$ cat src/rtl/dmac_xfer_datapath.sv
// DMA channel transfer datapath: address, size, burst and beat registers plus the
// status flags and AHB address/control outputs used by the channel controller.
module dmac_xfer_datapath #(
  parameter int unsigned ADDR_W = 32,
  parameter int unsigned TS_W   = 16,
  parameter int unsigned BL_W   = 5
) (
  input  logic              clk,
  input  logic              rst,
  input  logic [ADDR_W-1:0] cfg_src_addr,
  input  logic [ADDR_W-1:0] cfg_dst_addr,
  input  logic [TS_W-1:0]   cfg_trans_size,
  input  logic [BL_W-1:0]   cfg_burst_len,
  input  logic [1:0]        cfg_hsize,
  input  logic              cfg_src_inc,
  input  logic              cfg_dst_inc,
  input  logic              t_sel,
  input  logic              s_sel,
  input  logic              d_sel,
  input  logic              b_sel,
  input  logic              h_sel,
  input  logic              ts_en,
  input  logic              s_en,
  input  logic              d_en,
  input  logic              burst_en,
  input  logic              count_en,
  input  logic              write,
  input  logic [1:0]        M_HResp,
  output logic              bsz,
  output logic              tsz,
  output logic              tslb,
  output logic [ADDR_W-1:0] M_HAddr,
  output logic              M_HWrite,
  output logic [2:0]        M_HSize,
  output logic              err
);

  logic [ADDR_W-1:0] src_addr_q, src_addr_d;
  logic [ADDR_W-1:0] dst_addr_q, dst_addr_d;
  logic [TS_W-1:0]   ts_rem_q, ts_rem_d;
  logic [BL_W-1:0]   burst_len_q, burst_len_d;
  logic [BL_W-1:0]   beat_cnt_q, beat_cnt_d;
  logic              err_q, err_d;

  logic [TS_W-1:0]   burst_len_ext;
  logic [ADDR_W-1:0] addr_step;

  assign burst_len_ext = TS_W'(burst_len_q);
  assign addr_step     = ADDR_W'(1) << cfg_hsize;

  assign bsz  = (burst_len_q != '0) && (beat_cnt_q == burst_len_q);
  assign tsz  = (ts_rem_q == '0);
  assign tslb = (ts_rem_q != '0) && (ts_rem_q < burst_len_ext);

  // Address phase shows the current (pre-increment) beat address.
  assign M_HAddr  = h_sel ? dst_addr_q : src_addr_q;
  assign M_HWrite = write;
  assign M_HSize  = {1'b0, cfg_hsize};
  assign err      = err_q;

  always_comb begin
    ts_rem_d = ts_rem_q;
    if (ts_en) begin
      if (t_sel) begin
        ts_rem_d = cfg_trans_size;
      end else if (ts_rem_q < burst_len_ext) begin
        ts_rem_d = '0;
      end else begin
        ts_rem_d = ts_rem_q - burst_len_ext;
      end
    end
  end

  always_comb begin
    burst_len_d = burst_len_q;
    if (burst_en) begin
      burst_len_d = b_sel ? ts_rem_q[BL_W-1:0] : cfg_burst_len;
    end
  end

  // A new burst started together with a beat counts that beat as the first one.
  always_comb begin
    beat_cnt_d = beat_cnt_q;
    if (burst_en) begin
      beat_cnt_d = count_en ? BL_W'(1) : '0;
    end else if (count_en) begin
      beat_cnt_d = bsz ? BL_W'(1) : beat_cnt_q + BL_W'(1);
    end
  end

  always_comb begin
    src_addr_d = src_addr_q;
    if (s_en) begin
      if (s_sel) begin
        src_addr_d = cfg_src_addr;
      end else if (cfg_src_inc) begin
        src_addr_d = src_addr_q + addr_step;
      end
    end
  end

  always_comb begin
    dst_addr_d = dst_addr_q;
    if (d_en) begin
      if (d_sel) begin
        dst_addr_d = cfg_dst_addr;
      end else if (cfg_dst_inc) begin
        dst_addr_d = dst_addr_q + addr_step;
      end
    end
  end

  // An error response on the load cycle itself is still recorded.
  always_comb begin
    err_d = err_q;
    if (ts_en && t_sel) begin
      err_d = 1'b0;
    end
    if (M_HResp != 2'b00) begin
      err_d = 1'b1;
    end
  end

  always_ff @(posedge clk or posedge rst) begin
    if (rst) begin
      src_addr_q  <= '0;
      dst_addr_q  <= '0;
      ts_rem_q    <= '0;
      burst_len_q <= '0;
      beat_cnt_q  <= '0;
      err_q       <= 1'b0;
    end else begin
      src_addr_q  <= src_addr_d;
      dst_addr_q  <= dst_addr_d;
      ts_rem_q    <= ts_rem_d;
      burst_len_q <= burst_len_d;
      beat_cnt_q  <= beat_cnt_d;
      err_q       <= err_d;
    end
  end

endmodule

$ cat config.mk
export PLATFORM = sky130hd
export DESIGN_NAME = dmac_xfer_datapath
export DESIGN_NICKNAME = d
export VERILOG_FILES = /design/src/rtl/dmac_xfer_datapath.sv
export SDC_FILE = /design/constraint.sdc
export NUM_CORES = 1
export LEC_CHECK = 0
export ABC_AREA = 1
export CORE_ASPECT_RATIO = 1.5
export CORE_UTILIZATION = 45
export CTS_BUF_LIST = sky130_fd_sc_hd__clkbuf_16
export CTS_CLUSTER_SIZE = 25
export DETAILED_ROUTE_END_ITERATION = 10
export GPL_TIMING_DRIVEN = 0
export PLACE_DENSITY_LB_ADDON = 0.15
export RECOVER_POWER = 50
export SLEW_MARGIN = 20
export SYNTH_ARGS = -nofsm -noshare
export SYNTH_HDL_FRONTEND = slang
export SYNTH_SLANG_ARGS = --single-unit
$ cat constraint.sdc
create_clock -name clk -period 2.9 [get_ports clk]
set_input_delay 0.725 -clock clk [delete_from_list [all_inputs] [get_ports clk]]
set_output_delay 0.725 -clock clk [all_outputs]
set_load 0.03 [all_outputs]
==> flow_summary.yaml <==
run_status:
  status: "finished clean"
placement:
  gp_congestion: 0.9857
  portBuffers: 139
  dp.cells: 1522
  place_hpwl_mm: 19.65
  place_area_um2: 9056
setup_path:
  endpoint_kind: "primary output"
  cp.arrival_ns: 2.08
  crit_type: "reg2out"
  required_ns: 2.17
  start_kind: "register"
  crit_fanout: 4
global_routing:
  grtUsageTotal: 0.3025
  grt_pass1_vias: 7829
  grt-busiest-layer: "met2"
  use_met3: 0.03152
  grt_pass1_wl_mm: 39.21
  overflow: 0
  grt_antenna_before_repair: 0
  gr-usage-met2: 0.5606
  use_met1: 0.3171
  grt_start_max_net_pins: 32
timing:
  slew_viol_final: 0
  relSlewSlack: 0.1908
  min_period_over_period: 0.9669
  hold_viol: 0
  finalSetupViolCount: 0
  worst_slew_pin_slew_ns: 1.212
  hold-worst-slack_ns: 0.4931
  max_freq_mhz: 356.6
  period_needed_ns: 2.804
  skew_ns: 0.009025
detailed_routing:
  via_per_inst: 5.341
  wl_mm: 24.51
  detail_route.wl_per_cell_um: 15.88
  first_iter_violations: 437
  vias: 8241
  firstDrtPassIters: 5
  drc_errors: 0
  postRouteAntennaNets: 0
synth:
  ys.flop_type: "dfrtp_1"
  syn-num-nets: 1295
  synth_area_um2: 7340
  ys_seq_elements: 91
  yosys_warnings: 0
  syn_area_per_cell_um2: 6.236
  netlist_instances: 1177
  yosysUniqueCellTypes: 49
  synth_edf_count: 0
  synthArstFlopShare: 1.000
  ys_seq_area_frac: 0.3103
cells_and_area:
  finalNonFillerCells: 1543
  design_area_um2: 9360
  final_common_cell: "nand2_1"
  syn_to_final_growth_pct: 27.53
  drive_gt1_frac: 0.05821
  diodes: 0
  nets: 1453
  final_cell_mix: "334 x nand2_1, 158 x nor2_1, 127 x inv_1, 113 x nand3_1, 104 x clkdlybuf4s50_1"
clocking:
  cts-root-buf: "clkbuf_16"
  clkTransAtPathRegs_ns: 0.07
  cts_tree: "yes"
  clock_path_buffers: 2
  cts_hold_buf: 0
  cts_inserted_buffers: 9
  clock_sinks: 91
  clock_latency_ns: 0.36
  htreeDepth: 3
power:
  p_per_area_nw_per_um2: 514.1
  max-vdd-ir-drop_mv: 0.3071
  leakage_uw: 0.004420
floorplan:
  core_um2: 15770
  rows: 56
  dieArea_um2: 16840
  die_x_um: 106.3
  ios: 144
  die_h_um: 158.4
  start_util: 0.4656
worst_hold_path:
  hold_path.class: "reg2reg"
job:
  maxCapViolations: 0
[worst paths after layout]
path / start / endpoint / slack (ns) / depth (start not counted)
min in group asynchronous: rst / src_addr_q[0]$_DFFE_PP0P_ / 0.94 / 2
worst max-delay path: burst_len_q[0]$_DFFE_PP0P_ / tslb / 0.1 / 11
worst min-delay path: err$_DFFE_PP0P_ / err$_DFFE_PP0P_ / 0.49 / 1
max in group asynchronous: rst / burst_len_q[2]$_DFFE_PP0P_ / 0.36 / 3
worst max register to register: burst_len_q[2]$_DFFE_PP0P_ / ts_rem_q[15]$_DFFE_PP0P_ / 0.64 / 10
worst min register to register: err$_DFFE_PP0P_ / err$_DFFE_PP0P_ / 0.49 / 1
[kinds of logic after synthesis]
group,count (synthesis),share of synthesized area
compound gates,165,0.1279
mux,1,0.001534
buf+inv,182,0.09887
flops,91,0.3103
other cells,1,0.0005109
fa+ha+maj,14,0.02489
simple gates,706,0.4158
xor+xnor,17,0.02029
[metal layers]
metal  part of all wire  routed length, um  vias up
met2               0.52              12730      262
li1                   -                  -     4165
met1               0.38               9205     3738
met5                  0                  0        -
met4              0.061               1504        0
met3              0.044               1068       76
[critical path: stages, from the launching register on]
cell,delay (ns)
dfrtp_1,0.43
ha_2,0.21
fa_2,0.38
inv_1,0.06
nand3_1,0.05
nand2_1,0.10
nand2_2,0.06
nand3_2,0.09
nor2_4,0.04
nand2_2,0.07
nor2_1,0.05
buf_4,0.18
[registers in the layout, indices dropped and copies added, names as in the netlist]
| name | count |
|---|---|
| burst_len_q | 5 |
| dst_addr_q | 32 |
| ts_rem_q | 16 |
| beat_cnt_q | 5 |
| err | 1 |
| src_addr_q | 32 |
[report_power, final]
part | switching (uW) | internal [uW] | total (uW)
sequential | 276 | 1490 | 1760
clock | 540 | 577 | 1120
combinational | 1200 | 730 | 1930
total | 2020 | 2800 | 4810
[repair_timing]
| action | 4_1_cts | 5_1_grt |
|---|---|---|
| resized for setup | 37 | 15 |
| pin swaps | 1 | 3 |
| setup buffers | 1 | 4 |
| setup endpoints to repair | 35 | 24 |
[synth_stat cells, types with 3 or more instances]
cell type / n / area, um^2
o21ai_0: 84 / 420.4
inv_1: 130 / 488.0
a21oi_1: 21 / 105.1
buf_4: 6 / 45.04
nand2_1: 336 / 1261
o221ai_1: 5 / 43.79
o21bai_1: 5 / 37.54
o22ai_1: 11 / 68.82
nand4_1: 37 / 231.5
ha_1: 13 / 162.7
nor3_1: 31 / 155.2
nand2_2: 8 / 50.05
o211ai_1: 12 / 90.09
a22oi_1: 3 / 22.52
clkbuf_1: 34 / 127.6
nor2_1: 160 / 600.6
nand3_2: 4 / 40.04
o21ai_1: 15 / 75.07
xor2_1: 14 / 122.6
nand3_1: 114 / 570.6
or2_2: 3 / 18.77
xnor2_1: 3 / 26.28
dfrtp_1: 91 / 2277
inv_2: 3 / 11.26
a31oi_1: 4 / 25.02
[area by class of cell]
class | count | area (um^2)
Tap cell | 203 | 254.0
Inverter | 136 | 514.2
Sequential cell | 91 | 2277
Timing Repair Buffer | 147 | 1464
Clock buffer | 9 | 225.2
Fill cell | 1575 | 6405
Multi-Input combinational cell | 904 | 4362
Clock inverter | 7 | 45.04
Buffer | 46 | 219.0
[through the flow]
| stage | setup TNS, ns | power, uW | setup WS [ns] | util |
|---|---|---|---|---|
| 2_1_floorplan | 0 | 2977 | 0.2547 | - |
| 3_3_place_gp | -14.64 | 3640 | -0.3965 | 0.5702 |
| 3_5_place_dp | -14.90 | 3680 | -0.4691 | 0.5744 |
| 4_1_cts | 0 | 4801 | 0.0009948 | 0.5915 |
| 5_1_grt | -0.004504 | 5129 | -0.004504 | 0.5937 |
| 6_report | 0 | 4813 | 0.09591 | 0.5937 |
No activity file was read; power rests on OpenSTA's default activity.
